## src/rtl/tc_ps_gp_pkg.sv

```systemverilog
// -----------------------------------------------------------------------------
// tc_ps_gp_pkg
// Shared definitions for the PS GP0 register-bus blocks.
//   - gp_wr_state_e : write-slave FSM state encoding (IDLE/SETUP/STROBE/RESP)
//   - RESP_*        : AXI write-response codes
//   - WTH_ADDR/ADDL : register-bus address width and the split point between
//                     the group index (addr[WTH_ADDR-1:WTH_ADDL]) and the
//                     register offset inside a group
//   - GRP_*         : group indices decoded from addr[WTH_ADDR-1:WTH_ADDL]
// -----------------------------------------------------------------------------
package tc_ps_gp_pkg;

   typedef enum logic [1:0] {
      ST_IDLE   = 2'd0,
      ST_SETUP  = 2'd1,
      ST_STROBE = 2'd2,
      ST_RESP   = 2'd3
   } gp_wr_state_e;

   localparam logic [1:0] RESP_OKAY   = 2'b00;
   localparam logic [1:0] RESP_SLVERR = 2'b10;

   localparam int WTH_ADDR = 32;
   localparam int WTH_ADDL = 10;

   localparam int GRP_GLOBAL  = 0;
   localparam int GRP_CAPTURE = 1;
   localparam int GRP_LASER   = 2;
   localparam int GRP_BUS     = 3;
   localparam int GRP_OTHER   = 4;

endpackage

```

## src/rtl/tc_ps_gp_axil_wr_if.sv

```systemverilog
// -----------------------------------------------------------------------------
// tc_ps_gp_axil_wr_if
// AXI4-Lite write channels (AW, W, B) between the PS GP0 master and the
// register-bus write slave.
//   master modport : drives AW/W payload + valids and bready
//   slave  modport : drives awready, wready, bvalid, bresp
// Parameter AXI_AW : byte-address width of s_awaddr.
// -----------------------------------------------------------------------------
interface tc_ps_gp_axil_wr_if #(
   parameter int AXI_AW = 32
) ();

   logic [AXI_AW-1:0] s_awaddr;
   logic              s_awvalid;
   logic              s_awready;
   logic [31:0]       s_wdata;
   logic [3:0]        s_wstrb;
   logic              s_wvalid;
   logic              s_wready;
   logic [1:0]        s_bresp;
   logic              s_bvalid;
   logic              s_bready;

   modport master (
      output s_awaddr, s_awvalid,
      input  s_awready,
      output s_wdata, s_wstrb, s_wvalid,
      input  s_wready,
      input  s_bresp, s_bvalid,
      output s_bready
   );

   modport slave (
      input  s_awaddr, s_awvalid,
      output s_awready,
      input  s_wdata, s_wstrb, s_wvalid,
      output s_wready,
      output s_bresp, s_bvalid,
      input  s_bready
   );

endinterface

```

## src/rtl/tc_ps_gp_axil_wr.sv

```systemverilog
// -----------------------------------------------------------------------------
// tc_ps_gp_axil_wr
// AXI4-Lite write slave terminating PS GP0 writes and turning each accepted
// write into an addr/data/wren triple for the GP0 write-data decoder.
// One write in flight; addr/data are presented one full cycle (SETUP) before
// the single-cycle wren pulse (STROBE) because the decoder registers its group
// select from addr before it qualifies wren.
//
// Ports
//   clk   : clock shared with the decoder
//   rst   : asynchronous active-high reset (aborts any write in flight)
//   axil  : AXI4-Lite AW/W/B channels (slave modport); s_wstrb is ignored
//   addr  : word address (byte address >> ADDR_SHIFT), held between writes
//   data  : write data, held between writes
//   wren  : one-cycle write strobe
//
// Parameters
//   AXI_AW     : AXI byte-address width
//   ADDR_SHIFT : byte-to-word address shift
//   ADDR_H_MAX : highest valid group index (addr[31:10]); only used when
//                TC_GP_WR_ADDR_CHECK_EN is defined
//
// Build option
//   TC_GP_WR_ADDR_CHECK_EN : when defined, a write whose group index exceeds
//                            ADDR_H_MAX is not strobed and answers SLVERR,
//                            with unchanged timing.
// -----------------------------------------------------------------------------
module tc_ps_gp_axil_wr
   import tc_ps_gp_pkg::*;
#(
   parameter int AXI_AW     = 32,
   parameter int ADDR_SHIFT = 2,
   parameter int ADDR_H_MAX = 4
) (
   input  logic                 clk,
   input  logic                 rst,
   tc_ps_gp_axil_wr_if.slave    axil,
   output logic [31:0]          addr,
   output logic [31:0]          data,
   output logic                 wren
);

   localparam logic [1:0] S_IDLE   = 2'(ST_IDLE);
   localparam logic [1:0] S_SETUP  = 2'(ST_SETUP);
   localparam logic [1:0] S_STROBE = 2'(ST_STROBE);
   localparam logic [1:0] S_RESP   = 2'(ST_RESP);

   localparam int GRP_W = WTH_ADDR - WTH_ADDL;

   logic [1:0]        state_q, state_d;
   logic              aw_got_q, aw_got_d;
   logic              w_got_q, w_got_d;
   logic              awready_q, awready_d;
   logic              wready_q, wready_d;
   logic              bvalid_q, bvalid_d;
   logic [1:0]        bresp_q, bresp_d;
   logic [31:0]       addr_q, addr_d;
   logic [31:0]       data_q, data_d;
   logic              wren_q, wren_d;

   logic              aw_fire;
   logic              w_fire;
   logic [AXI_AW-1:0] awaddr_sh;
   logic              wr_err;
   logic              unused_wstrb;

   // Full-word writes only: strobes are accepted but carry no meaning here.
   assign unused_wstrb = ^axil.s_wstrb;

   // Readies are registered and only ever high in IDLE, so a fire can only
   // happen while idle.
   assign aw_fire   = axil.s_awvalid & awready_q;
   assign w_fire    = axil.s_wvalid  & wready_q;
   // Unaligned low bits fall off the shift.
   assign awaddr_sh = axil.s_awaddr >> ADDR_SHIFT;

`ifdef TC_GP_WR_ADDR_CHECK_EN
   localparam logic [GRP_W-1:0] GRP_MAX = GRP_W'(ADDR_H_MAX);
   // Evaluated in SETUP, where addr_q already holds the accepted address.
   assign wr_err = (addr_q[WTH_ADDR-1:WTH_ADDL] > GRP_MAX);
`else
   localparam int unused_addr_h_max = ADDR_H_MAX;
   localparam int unused_grp_w      = GRP_W;
   assign wr_err = 1'b0;
`endif

   always_comb begin
      state_d  = state_q;
      aw_got_d = aw_got_q;
      w_got_d  = w_got_q;
      bvalid_d = bvalid_q;
      bresp_d  = bresp_q;
      addr_d   = addr_q;
      data_d   = data_q;
      wren_d   = 1'b0;

      case (state_q)
         S_IDLE: begin
            if (aw_fire) begin
               addr_d   = 32'(awaddr_sh);
               aw_got_d = 1'b1;
            end
            if (w_fire) begin
               data_d  = axil.s_wdata;
               w_got_d = 1'b1;
            end
            // Covers same-cycle AW+W as well as either order with any gap.
            if (aw_got_d && w_got_d) begin
               state_d = S_SETUP;
            end
         end

         S_SETUP: begin
            // The response is raised together with the strobe so the master
            // sees bvalid in the wren cycle.
            state_d  = S_STROBE;
            wren_d   = ~wr_err;
            bvalid_d = 1'b1;
            bresp_d  = wr_err ? RESP_SLVERR : RESP_OKAY;
         end

         S_STROBE: begin
            // A bready already high in the strobe cycle completes the B
            // handshake here; RESP then only returns to IDLE.
            state_d = S_RESP;
            if (axil.s_bready) begin
               bvalid_d = 1'b0;
            end
         end

         S_RESP: begin
            if (!bvalid_q || axil.s_bready) begin
               bvalid_d = 1'b0;
               aw_got_d = 1'b0;
               w_got_d  = 1'b0;
               state_d  = S_IDLE;
            end
         end

         default: begin
            state_d = S_IDLE;
         end
      endcase

      // Registered readies: they follow the state and capture flags of the
      // next cycle, so they drop right after a handshake and come back the
      // cycle after the FSM re-enters IDLE.
      awready_d = (state_d == S_IDLE) & ~aw_got_d;
      wready_d  = (state_d == S_IDLE) & ~w_got_d;
   end

   always_ff @(posedge clk or posedge rst) begin
      if (rst) begin
         state_q   <= S_IDLE;
         aw_got_q  <= 1'b0;
         w_got_q   <= 1'b0;
         awready_q <= 1'b0;
         wready_q  <= 1'b0;
         bvalid_q  <= 1'b0;
         bresp_q   <= RESP_OKAY;
         addr_q    <= '0;
         data_q    <= '0;
         wren_q    <= 1'b0;
      end else begin
         state_q   <= state_d;
         aw_got_q  <= aw_got_d;
         w_got_q   <= w_got_d;
         awready_q <= awready_d;
         wready_q  <= wready_d;
         bvalid_q  <= bvalid_d;
         bresp_q   <= bresp_d;
         addr_q    <= addr_d;
         data_q    <= data_d;
         wren_q    <= wren_d;
      end
   end

   assign axil.s_awready = awready_q;
   assign axil.s_wready  = wready_q;
   assign axil.s_bvalid  = bvalid_q;
   assign axil.s_bresp   = bresp_q;
   assign addr           = addr_q;
   assign data           = data_q;
   assign wren           = wren_q;

endmodule

```

## src/flat_wrapper.sv

```systemverilog
// flat-port wrapper written by rule: the top's interface ports become plain ports
module tc_ps_gp_axil_wr_flat import tc_ps_gp_pkg::*;
#(
   parameter int AXI_AW     = 32,
   parameter int ADDR_SHIFT = 2,
   parameter int ADDR_H_MAX = 4
)
  (clk, rst, addr, data, wren, axil_s_awaddr, axil_s_awvalid, axil_s_awready, axil_s_wdata, axil_s_wstrb, axil_s_wvalid, axil_s_wready, axil_s_bresp, axil_s_bvalid, axil_s_bready);
  tc_ps_gp_axil_wr_if #(.AXI_AW(AXI_AW)) axil_i ();
  input  logic clk;
  input  logic rst;
  output logic [31:0] addr;
  output logic [31:0] data;
  output logic wren;
  input wire logic [$bits(axil_i.s_awaddr)-1:0] axil_s_awaddr;
  input wire logic [$bits(axil_i.s_awvalid)-1:0] axil_s_awvalid;
  output wire logic [$bits(axil_i.s_awready)-1:0] axil_s_awready;
  input wire logic [$bits(axil_i.s_wdata)-1:0] axil_s_wdata;
  input wire logic [$bits(axil_i.s_wstrb)-1:0] axil_s_wstrb;
  input wire logic [$bits(axil_i.s_wvalid)-1:0] axil_s_wvalid;
  output wire logic [$bits(axil_i.s_wready)-1:0] axil_s_wready;
  output wire logic [$bits(axil_i.s_bresp)-1:0] axil_s_bresp;
  output wire logic [$bits(axil_i.s_bvalid)-1:0] axil_s_bvalid;
  input wire logic [$bits(axil_i.s_bready)-1:0] axil_s_bready;
  assign axil_i.s_awaddr = axil_s_awaddr;
  assign axil_i.s_awvalid = axil_s_awvalid;
  assign axil_s_awready = axil_i.s_awready;
  assign axil_i.s_wdata = axil_s_wdata;
  assign axil_i.s_wstrb = axil_s_wstrb;
  assign axil_i.s_wvalid = axil_s_wvalid;
  assign axil_s_wready = axil_i.s_wready;
  assign axil_s_bresp = axil_i.s_bresp;
  assign axil_s_bvalid = axil_i.s_bvalid;
  assign axil_i.s_bready = axil_s_bready;
  tc_ps_gp_axil_wr #(.AXI_AW(AXI_AW), .ADDR_SHIFT(ADDR_SHIFT), .ADDR_H_MAX(ADDR_H_MAX)) u_core (.clk(clk), .rst(rst), .axil(axil_i), .addr(addr), .data(data), .wren(wren));
endmodule
```

## config.mk

```make
export PLATFORM = sky130hd
export DESIGN_NAME = tc_ps_gp_axil_wr_flat
export DESIGN_NICKNAME = d
export VERILOG_FILES = /design/src/rtl/tc_ps_gp_pkg.sv /design/src/rtl/tc_ps_gp_axil_wr_if.sv /design/src/rtl/tc_ps_gp_axil_wr.sv /design/src/flat_wrapper.sv
export SDC_FILE = /design/constraint.sdc
export NUM_CORES = 1
export LEC_CHECK = 0
export CAP_MARGIN = 20
export CORE_MARGIN = 2
export CORE_UTILIZATION = 42
export DETAILED_ROUTE_END_ITERATION = 8
export PLACE_DENSITY = 0.84
export SYNTH_ARGS = -nofsm -noshare
export SYNTH_HDL_FRONTEND = slang
export SYNTH_SLANG_ARGS = --single-unit
```

## constraint.sdc

```tcl
create_clock -name clk -period 6.7 [get_ports clk]
set_input_delay 1.34 -clock clk [delete_from_list [all_inputs] [get_ports clk]]
set_output_delay 1.34 -clock clk [all_outputs]
set_load 0.02 [all_outputs]
```

==> impl_metrics.csv <==
group,metric,value,unit
global_routing,grt_use_met2,28.8,%
synthesis,yosys_warnings,0,
placed_design,place_hpwl,4150,µm
detailed_routing,routedWlPerCell,14.6,µm
layout,fin_util,68.0,%
detailed_routing,drt-initial-drc-count,51,
clocking,cts_tree,"done",
run_status,outcome,"completed",
run,drv_cap,0,
clocking,postCtsHoldBufs,0,
timing,hold_viol,0,
layout,mostFrequentLayoutCell,"clkdlybuf4s50_1",
layout,final_cell_mix,"clkdlybuf4s50_1 (132), dfrtp_1 (70), mux2_2 (57)",
global_routing,grt_max_degree,71,
clocking,htreeDepth,3,
setup_path,required,6.90,ns
clocking,ctsResizeCount,0,
setup_path,end_kind,"flop",
clocking,root_buffer,"clkbuf_8",
clocking,postCtsSetupRepairBufs,0,
global_routing,antenna_found_initial,0,
timing,timing.final.crit_share,42.9,%
clocking,clock_sinks,70,
layout,drive_gt1_share,24.1,%
global_routing,overflow,0,
floorplanning,io_pins,143,
global_routing,gr-max-usage-layer,"met2",
global_routing,grtUsageMet3,6.91,%
timing,setup_viol,0,
timing,tightest_slew,0.847,ns
synthesis,synth_cell_types,25,
timing,slew_viol_final,0,
power_and_ir_drop,powerDensity,496,nW/µm²
setup_path,arrival,3.07,ns
clocking,cts_made_buffers,9,
detailed_routing,via_per_inst,4.85,
layout,syn_to_final_growth,56.4,%
hold_path,hp-class,"flop to flop",
synthesis,ys_seq_area_share,63.5,%
placed_design,portBuffers,132,
floorplanning,dieWidth,85.1,µm
detailed_routing,dr.pass1.iters,4,
power_and_ir_drop,p_leak,1.86,nW
global_routing,grt_pass1_vias,2069,
clocking,insertion_delay,0.33,ns
timing,hold_ws,0.495,ns
layout,layout.nets,395,
detailed_routing,num_vias,1927,
placed_design,gp_congestion,0.712,
global_routing,met1_usage,19.2,%
power_and_ir_drop,ir_drop,0.264,mV
timing,fin_tns_setup,0,ns
detailed_routing,wirelength,5790,µm
floorplanning,die_y,85.1,µm
timing,finalCriticalPeriod,2.87,ns
timing,slew_headroom,43.5,%
floorplanning,dieArea,7240,µm²
clocking,cts.path.max_buffers,2,
global_routing,grt_usage,16.9,%
global_routing,grt_pass1_wl,9600,µm
detailed_routing,route.detailed.drc,0,
synthesis,synth_area,2760,µm²
setup_path,path_max_fanout,32,
setup_path,cp-start-kind,"primary input",
clocking,path_clk_slew,0.06,ns
timing,timing.fmax,348,MHz
detailed_routing,antenna_left,0,
floorplanning,start_util,43.5,%
floorplanning,placeableCoreArea,6350,µm²
timing,rsz0062_at_grt,"no",
layout,antenna_cells,0,
floorplanning,row_count,29,
timing,fin_skew,0.00627,ns
setup_path,crit_type,"primary input to flop",
synthesis,ys_ff_latch,70,
synthesis,syn_inst,179,
synthesis,synth_area_per_cell,15.4,µm²
## layer usage
| metal | up-vias | part of all wire, % |
|---|---|---|
| met5 | - | 0 |
| met4 | 0 | 1.1 |
| met3 | 9 | 9.9 |
| met2 | 83 | 49 |
| met1 | 942 | 40 |
| li1 | 893 | - |
## sequential cells by signal, summed over array words and instances (netlist names)
name	cells
u_core.addr	30
u_core.data	32
u_core.axil.s_wready	1
u_core.aw_got_q	1
u_core.w_got_q	1
u_core.wren	1
u_core.axil.s_bvalid	1
u_core.state_q	2
u_core.axil.s_awready	1
## power by group
group | internal (mW) | switching [mW]
Sequential | 0.638 | 0.105
Combinational | 0.588 | 0.506
Clock | 0.160 | 0.142
## cells by family after synthesis
kind of cell	Yosys count	synth area share, %
other cells	1	0.136
compound gates	14	3.54
mux	62	25.3
fa+ha+maj	5	2.27
buf+inv	17	3.13
simple gates	10	2.18
flops	70	63.5
## cells in the mapped netlist
cell	n	share of area, %
and4b_1	1	0.36
o31ai_2	1	0.45
o211ai_2	1	0.45
o211ai_1	1	0.27
buf_2	6	1.1
inv_1	6	0.82
nand2_1	1	0.14
nor3_1	1	0.18
and3b_1	1	0.32
dfrtp_1	70	63
ha_1	5	2.3
nor2_1	3	0.41
o311a_1	1	0.36
nand3_1	1	0.18
mux2_1	5	2.0
inv_2	1	0.14
a21oi_1	2	0.36
conb_1	1	0.14
nand3_2	1	0.36
o21ai_0	5	0.91
mux2_2	57	23
buf_4	4	1.1
o31ai_1	1	0.27
a31oi_1	2	0.45
nand2b_1	1	0.23
## critical path, cell delays in order
cell and delay, ns:
clkdlybuf4s50_1 0.52, nand3_2 0.63, mux2_1 0.57
## cell type report
| cell class | count | area [µm²] |
|---|---|---|
| flip-flops and latches | 70 | 1750 |
| well taps | 77 | 96.3 |
| repair buffers | 134 | 1340 |
| clock inverters | 1 | 5.00 |
| inverters | 7 | 26.3 |
| multi-input cells | 95 | 933 |
| fillers | 481 | 2030 |
| clock buffers | 13 | 169 |
## final timing paths
check,startpoint,endpoint,slack [ns],cells after the start
worst min-delay path,u_core.data[22],u_core.data[22],0.50,1
worst max-delay path,axil_s_wvalid,u_core.data[22],3.83,3
min in group asynchronous,rst,u_core.data[27],1.60,3
max in group asynchronous,rst,u_core.addr[28],4.56,3
worst min register to register,u_core.data[22],u_core.data[22],0.50,1
worst max register to register,u_core.state_q[1],u_core.data[22],4.58,4
## stage by stage
stage	setup WS, ns	instance area [µm²]	std cells	total power [mW]
after floorplan	3.59	2770	182	1.34
after global placement	3.49	4140	383	1.82
after detailed placement	3.46	4140	383	1.86
after CTS	3.80	4320	397	2.17
after global routing	3.69	4320	397	2.27
final	3.83	4320	397	2.14
Power figures use the tool's default switching activity.
